`config.mk`:
```
export PLATFORM = sky130hd
export DESIGN_NAME = hfrv_mem_arbiter
export DESIGN_NICKNAME = d
export VERILOG_FILES = /design/src/rtl/hfrv_mem_arbiter.sv
export SDC_FILE = /design/constraint.sdc
export NUM_CORES = 1
export LEC_CHECK = 0
export ABC_AREA = 1
export CAP_MARGIN = 20
export CORE_ASPECT_RATIO = 1.5
export CORE_UTILIZATION = 38
export CTS_CLUSTER_DIAMETER = 80
export DETAILED_ROUTE_END_ITERATION = 16
export PLACE_DENSITY = 0.75
export SLEW_MARGIN = 40
export SYNTH_ARGS = -nofsm -noshare
export SYNTH_HDL_FRONTEND = slang
export SYNTH_SLANG_ARGS = --single-unit
```
`constraint.sdc`:
```
create_clock -name clk -period 1.7 [get_ports clk]
set_input_delay 0.34 -clock clk [delete_from_list [all_inputs] [get_ports clk]]
set_output_delay 0.34 -clock clk [all_outputs]
set_load 0.02 [all_outputs]
```
`src/rtl/hfrv_mem_arbiter.sv`:
```
// Two-master, single-outstanding arbiter in front of one synchronous single-port
// memory with a fixed read latency; round-robin or fixed-priority grant.
//
// state | meaning
// IDLE  | no access in flight, arbitrating every cycle
// ISSUE | memory strobe and owner grant driven for one cycle
// WAIT  | counting down the memory latency, capture read data at zero
// RESP  | owner rvalid pulse; arbitrates again for back-to-back access
module hfrv_mem_arbiter #(
  parameter int ADDR_W     = 32,
  parameter int DATA_W     = 32,
  parameter int MEM_LAT    = 1,
  parameter int FIXED_PRIO = 0
) (
  input  logic                  clk,
  input  logic                  reset,
  input  logic                  m0_req,
  input  logic [ADDR_W-1:0]     m0_addr,
  input  logic [DATA_W/8-1:0]   m0_we,
  input  logic [DATA_W-1:0]     m0_wdata,
  output logic                  m0_gnt,
  output logic                  m0_rvalid,
  output logic [DATA_W-1:0]     m0_rdata,
  input  logic                  m1_req,
  input  logic [ADDR_W-1:0]     m1_addr,
  input  logic [DATA_W/8-1:0]   m1_we,
  input  logic [DATA_W-1:0]     m1_wdata,
  output logic                  m1_gnt,
  output logic                  m1_rvalid,
  output logic [DATA_W-1:0]     m1_rdata,
  output logic                  mem_en,
  output logic [ADDR_W-1:0]     mem_addr,
  output logic [DATA_W/8-1:0]   mem_we,
  output logic [DATA_W-1:0]     mem_wdata,
  input  logic [DATA_W-1:0]     mem_rdata,
  output logic                  busy
);

  localparam logic [1:0] IDLE  = 2'd0;
  localparam logic [1:0] ISSUE = 2'd1;
  localparam logic [1:0] WAIT  = 2'd2;
  localparam logic [1:0] RESP  = 2'd3;

  localparam logic [3:0] LAT_LOAD = 4'(MEM_LAT - 1);
  localparam logic       FIXED    = (FIXED_PRIO != 0);

  logic [1:0] state;
  logic       owner;
  logic       ptr;    // master that wins the next tie under round-robin
  logic [3:0] cnt;

  logic                any_req;
  logic                win;
  logic [ADDR_W-1:0]   win_addr;
  logic [DATA_W/8-1:0] win_we;
  logic [DATA_W-1:0]   win_wdata;

  always_comb begin
    any_req   = m0_req | m1_req;
    win       = m1_req & (~m0_req | (~FIXED & ptr));
    win_addr  = win ? m1_addr  : m0_addr;
    win_we    = win ? m1_we    : m0_we;
    win_wdata = win ? m1_wdata : m0_wdata;
  end

  always_ff @(posedge clk) begin
    if (reset) begin
      state     <= IDLE;
      owner     <= 1'b0;
      ptr       <= 1'b0;
      cnt       <= '0;
      m0_gnt    <= 1'b0;
      m1_gnt    <= 1'b0;
      m0_rvalid <= 1'b0;
      m1_rvalid <= 1'b0;
      m0_rdata  <= '0;
      m1_rdata  <= '0;
      mem_en    <= 1'b0;
      mem_addr  <= '0;
      mem_we    <= '0;
      mem_wdata <= '0;
      busy      <= 1'b0;
    end else begin
      m0_gnt    <= 1'b0;
      m1_gnt    <= 1'b0;
      m0_rvalid <= 1'b0;
      m1_rvalid <= 1'b0;
      mem_en    <= 1'b0;
      case (state)
        IDLE, RESP: begin
          if (any_req) begin
            state     <= ISSUE;
            owner     <= win;
            mem_en    <= 1'b1;
            mem_addr  <= win_addr;
            mem_we    <= win_we;
            mem_wdata <= win_wdata;
            m0_gnt    <= ~win;
            m1_gnt    <= win;
            busy      <= 1'b1;
          end else begin
            state  <= IDLE;
            mem_we <= '0;
            busy   <= 1'b0;
          end
        end
        ISSUE: begin
          state  <= WAIT;
          mem_we <= '0;
          ptr    <= ~owner;
          cnt    <= LAT_LOAD;
          busy   <= 1'b1;
        end
        WAIT: begin
          if (cnt == 4'd0) begin
            // writes take the same path; the captured word is don't-care
            state <= RESP;
            busy  <= 1'b0;
            if (owner) begin
              m1_rdata  <= mem_rdata;
              m1_rvalid <= 1'b1;
            end else begin
              m0_rdata  <= mem_rdata;
              m0_rvalid <= 1'b1;
            end
          end else begin
            cnt <= cnt - 4'd1;
          end
        end
        default: state <= IDLE;
      endcase
    end
  end

endmodule

```
# After elaboration in Yosys (flattened, before gate mapping)
# Index checks and enable logic that the tools add are counted.
# totals
input_bits	172
ff_bits	146
wordCells	58
# classes
n_reduce_logical	12
n_addsub	1
n_mux	15
bitwise	10
eq_ne	5
# ops
operator	n
32-bit two-way mux	2
4-bit one-hot mux with 2 select lines	2
4-bit two-way mux	3
1-bit NOT	7
2-bit one-hot mux with 3 select lines	1
3-bit AND reduction	2
3-bit OR reduction	2
1-bit two-way mux	5
2-bit == test, second input constant	2
4-bit zero test	1
2-bit != test, second input constant	2
2-bit AND reduction	2
2-bit nonzero test	2
2-bit OR reduction	2
4-bit by 1-bit subtractor with 4-bit output, second input constant	1
1-bit one-hot mux with 3 select lines	1
2-bit by 1-bit == test with 1-bit output, second input constant	1
2-bit zero test	1
2-bit two-way mux	1
1-bit bitwise OR	2
1-bit bitwise AND	1

# Depth between registers and ports, before layout
# logic_depth
ltp_word	6
depth_mapped	9
depth_no_buf	8

# Worst setup path before layout
# Ideal clock, no wire load.
# synth_path
kind	register -> register
startpoint	register state[0]
endpoint	register mem_addr[0]
arrival_time_ns	1.388
required_ns	1.583
slack_ns	0.195
setup_ns	0.117
period_less_slack_ns	1.505
stages_incl_launch_ff	10
path_cell_list	dfxtp_1 -> inv_1 -> ha_1 -> inv_1 -> nor2_8 -> buf_6 -> buf_6 -> nand2_1 -> a21oi_1 -> nor2_1
# synth_between
elab_chain_len	3
elab_cells_between_ends	4
# synth_lines
element	line	text
start: declaration	47	logic [1:0] state;
start signal: assignment	68	state <= IDLE;
start signal: assignment	92	state <= ISSUE;
start signal: assignment	102	state <= IDLE;
2-bit == test or 2-bit zero test (tied branches)	89	case (state)
2-bit OR reduction (*)	89	
2-bit AND reduction (no source line) (*)	n/a	
end signal: assignment	95	mem_addr <= win_addr;
end: declaration	32	output logic [ADDR_W-1:0] mem_addr,
# Every way passes the cells marked *; elsewhere a longest branch is shown, timed or not.
# A chain may end at the register's enable or synchronous reset.

# Worst setup path in the final report
# layout_path
startpoint	register m1_rdata[15]
endpoint	output m1_rdata[15]
# layout_rtl
element	line	text
start: declaration	30	output logic [DATA_W-1:0] m1_rdata,
start signal: assignment	120	m1_rdata <= mem_rdata;
# No word-level cell between the ends.

==> reports/qor.txt <==
Commonest non-fill, non-tap cells in the layout -> clkdlybuf4s50_1 (175), nor2_1 (152), dfxtp_1 (146)
Leakage -> 5.00 nW
Share of post-route cells with drive strength above 1 -> 10.9%
Initial Util -> 38.7%
Port buffer count -> 309
Pre-CTS WS -> -56.2 ps
Sequential share of the synthesized area -> 46.7%
Fmax achieved -> 0.599 GHz
Filler instances -> 1,490
Worst-skew pair later-pin latency -> 420 ps
Initial antenna violation count -> 0
Max transition margin -> 70.5%
CTS tree -> yes
CORE AREA -> 16,200 um^2
Final worst path period need -> 1670 ps
Finished Core Util -> 62.2%
Tot Pwr -> 16.6 mW
Fin area -> 10,100 um^2
Pin count of the biggest net entering global routing -> 56
DRC violations left -> 0
Max IR drop VDD -> 0.00102 V
Slowest-stage cell, CP -> clkdlybuf4s50_1
DR iter-0 viols -> 314
Syn Std Cell Area -> 6260 um^2
First drt pass iteration count -> 4
HPWL after DPL -> 14,600 um
Fin Clk Skew -> 13.7 ps
Slew @ Worst Pin -> 442 ps
Global Route Usage Sum -> 24.3%
Global routing usage on met3 -> 9.33%
Setup TNS -> 0 ps
Slew Limit Fails -> 0
CTS Hold Bufs -> 0
Tcrit/Tclk final -> 98.2%
Die Y -> 159 um
Crit-path cells -> clkdlybuf4s50_1
Most common cell after layout, fill and taps aside -> clkdlybuf4s50_1
Library cells used by synthesis -> 23
Synth warn -> 0
CTS clock-pin slew for the worst setup and hold paths -> 60 ps
#FFs+latches synth -> 146
Root Buffer -> clkbuf_16
HP Class -> input pin to register
Logic pwr share -> 48.2%
First-pass GRT wire length -> 32,500 um
Outcome -> finished clean
GRT Max-Usage Layer -> met2
Cells after Synth -> 822
Syn nets -> 999
DR WL/cell -> 15.5 um
Vias -> 6,530
Worst path required time -> 1360 ps
Buf/Inv on CP -> 1
Antenna-violating nets left -> 0
CTS Buffer Depth -> 2
Vias in the first global route -> 6,355
Clock Power Share -> 20.9%
RSZ-0062 raised after global routing -> false
Critical path class -> register to output pin
Post-layout nets -> 1,289
Total gr overflow -> 0
Post-route worst setup slack -> 30.2 ps
Area of the die -> 17,000 um^2
I/O pins -> 310
Net Sw Power -> 6.86 mW
Routing usage on met1 -> 26.8%
Clock Sinks -> 146
CP Max Fanout -> 2
Core Rows -> 57
Share of power burned in registers -> 30.9%
P per Cell Area -> 1650 nW/um^2
GPL Wtd Cong -> 0.823
Internal power -> 9.75 mW
Num CTS Buffers -> 17
Area post-placement -> 9480 um^2
Slowest cell delay on critical path -> 600 ps
Grt met2 use -> 41.1%
Mean Syn Cell Area -> 7.62 um^2
H-tree Lvls -> 4
Final Hold Viols -> 0
Max Cap Viol -> 0
Layout overhead on the synthesized area -> 60.8%
Data arrival, critical path -> 1330 ps
Crit. End Element -> output pin
Worst setup SP type -> register
Avg Vias per Cell -> 4.91
CP delay by family, top -> buffers and inverters
Routed Wire Length -> 20,600 um
Switching Fraction -> 41.3%
Die width -> 107 um
N_diodes -> 0
# setup viols final -> 0
[power by group through the flow]
stage / clock, mW / combinational, mW / sequential, mW
after floorplan: 0 / 3.65 / 6.48
after global placement: 0 / 8.16 / 5.19
after detailed placement: 0 / 8.23 / 5.22
after CTS: 3.54 / 7.66 / 5.13
after global routing: 3.70 / 8.80 / 5.27
final: 3.47 / 8.01 / 5.14
[state kept, by name, indices dropped and copies added, names as in the netlist]
name	count
busy	1
cnt	4
m0_gnt	1
m0_rdata	32
m0_rvalid	1
m1_gnt	1
m1_rdata	32
m1_rvalid	1
mem_addr	32
mem_en	1
mem_wdata	32
mem_we	4
owner	1
ptr	1
state	2
[layout make-up]
| type | count | area (um^2) | area share, % |
|---|---|---|---|
| repair buffers | 334 | 3400 | 33.7 |
| flip-flops and latches | 146 | 2920 | 29.0 |
| clock inverters | 12 | 98.8 | 0.981 |
| multi-input cells | 591 | 2860 | 28.4 |
| clock buffers | 20 | 447 | 4.43 |
| well taps | 206 | 258 | 2.56 |
| inverters | 22 | 88.8 | 0.882 |
[what timing repair did]
action | 4_1_cts | 5_1_grt
pin swaps | 0 | 1
resized for setup | 103 | 46
setup buffers | 0 | 2
gates cloned | 0 | 2
endpoints found under the setup margin | 103 | 109
[path summary, 6_finish.rpt]
| path | start | endpoint | slack, ps | depth (start not counted) |
|---|---|---|---|---|
| worst max-delay path | m1_rdata[15]$_SDFFE_PP0P_ | m1_rdata[15] | 30 | 1 |
| worst min-delay path | m1_req | mem_we[3]$_SDFFE_PP0P_ | 430 | 4 |
| worst max register to register | state[0]$_SDFFE_PP0P_ | busy$_SDFFE_PP0P_ | 130 | 8 |
| worst min register to register | cnt[1]$_SDFFE_PP0P_ | cnt[1]$_SDFFE_PP0P_ | 470 | 2 |
[per-stage QoR]
step           hold WS, ps  cells
3_5_place_dp           462   1295
4_1_cts                416   1327
3_3_place_gp           457   1295
2_1_floorplan          444    822
6_report               432   1331
5_1_grt                461   1331
[cell families (layout without fill, tap and decap cells)]
group                      after synthesis  count (layout)  share of synthesized area [%]
adders and majority gates                5               5                          0.999
buffers and inverters                   85             388                           8.07
DFF                                    146             146                           46.7
and+or+nand+nor                        377             377                           27.6
AOI/OAI and AO/OA                      209             209                           16.7
[routing by layer]
layer / share of wire [%] / up-vias
li1: - / 3293
met1: 39 / 2921
met2: 49 / 279
met4: 3.0 / 0
met5: 0 / -
met3: 9.3 / 37
[worst reg2reg max path, stage by stage, from the launching register on]
cell and delay [ps]:
dfxtp_1 330, inv_1 90, ha_4 280, inv_2 60, nor2_8 180, buf_4 160
clkbuf_16 180, o21ai_0 100, a21oi_1 130
[cell usage after synthesis, drive strengths merged]
library cell | instances | share of area, %
o21ai | 132 | 11
inv | 22 | 1.4
buf | 36 | 5.1
nand2 | 92 | 5.5
nand3b | 4 | 0.48
ha | 5 | 1.0
nand3 | 70 | 5.8
or2 | 2 | 0.20
o22ai | 1 | 0.10
dfxtp | 146 | 47
clkbuf | 27 | 1.6
nand4 | 2 | 0.20
nor2 | 207 | 15
a21oi | 76 | 6.1
Note: power is estimated with default switching activity, not from simulation.
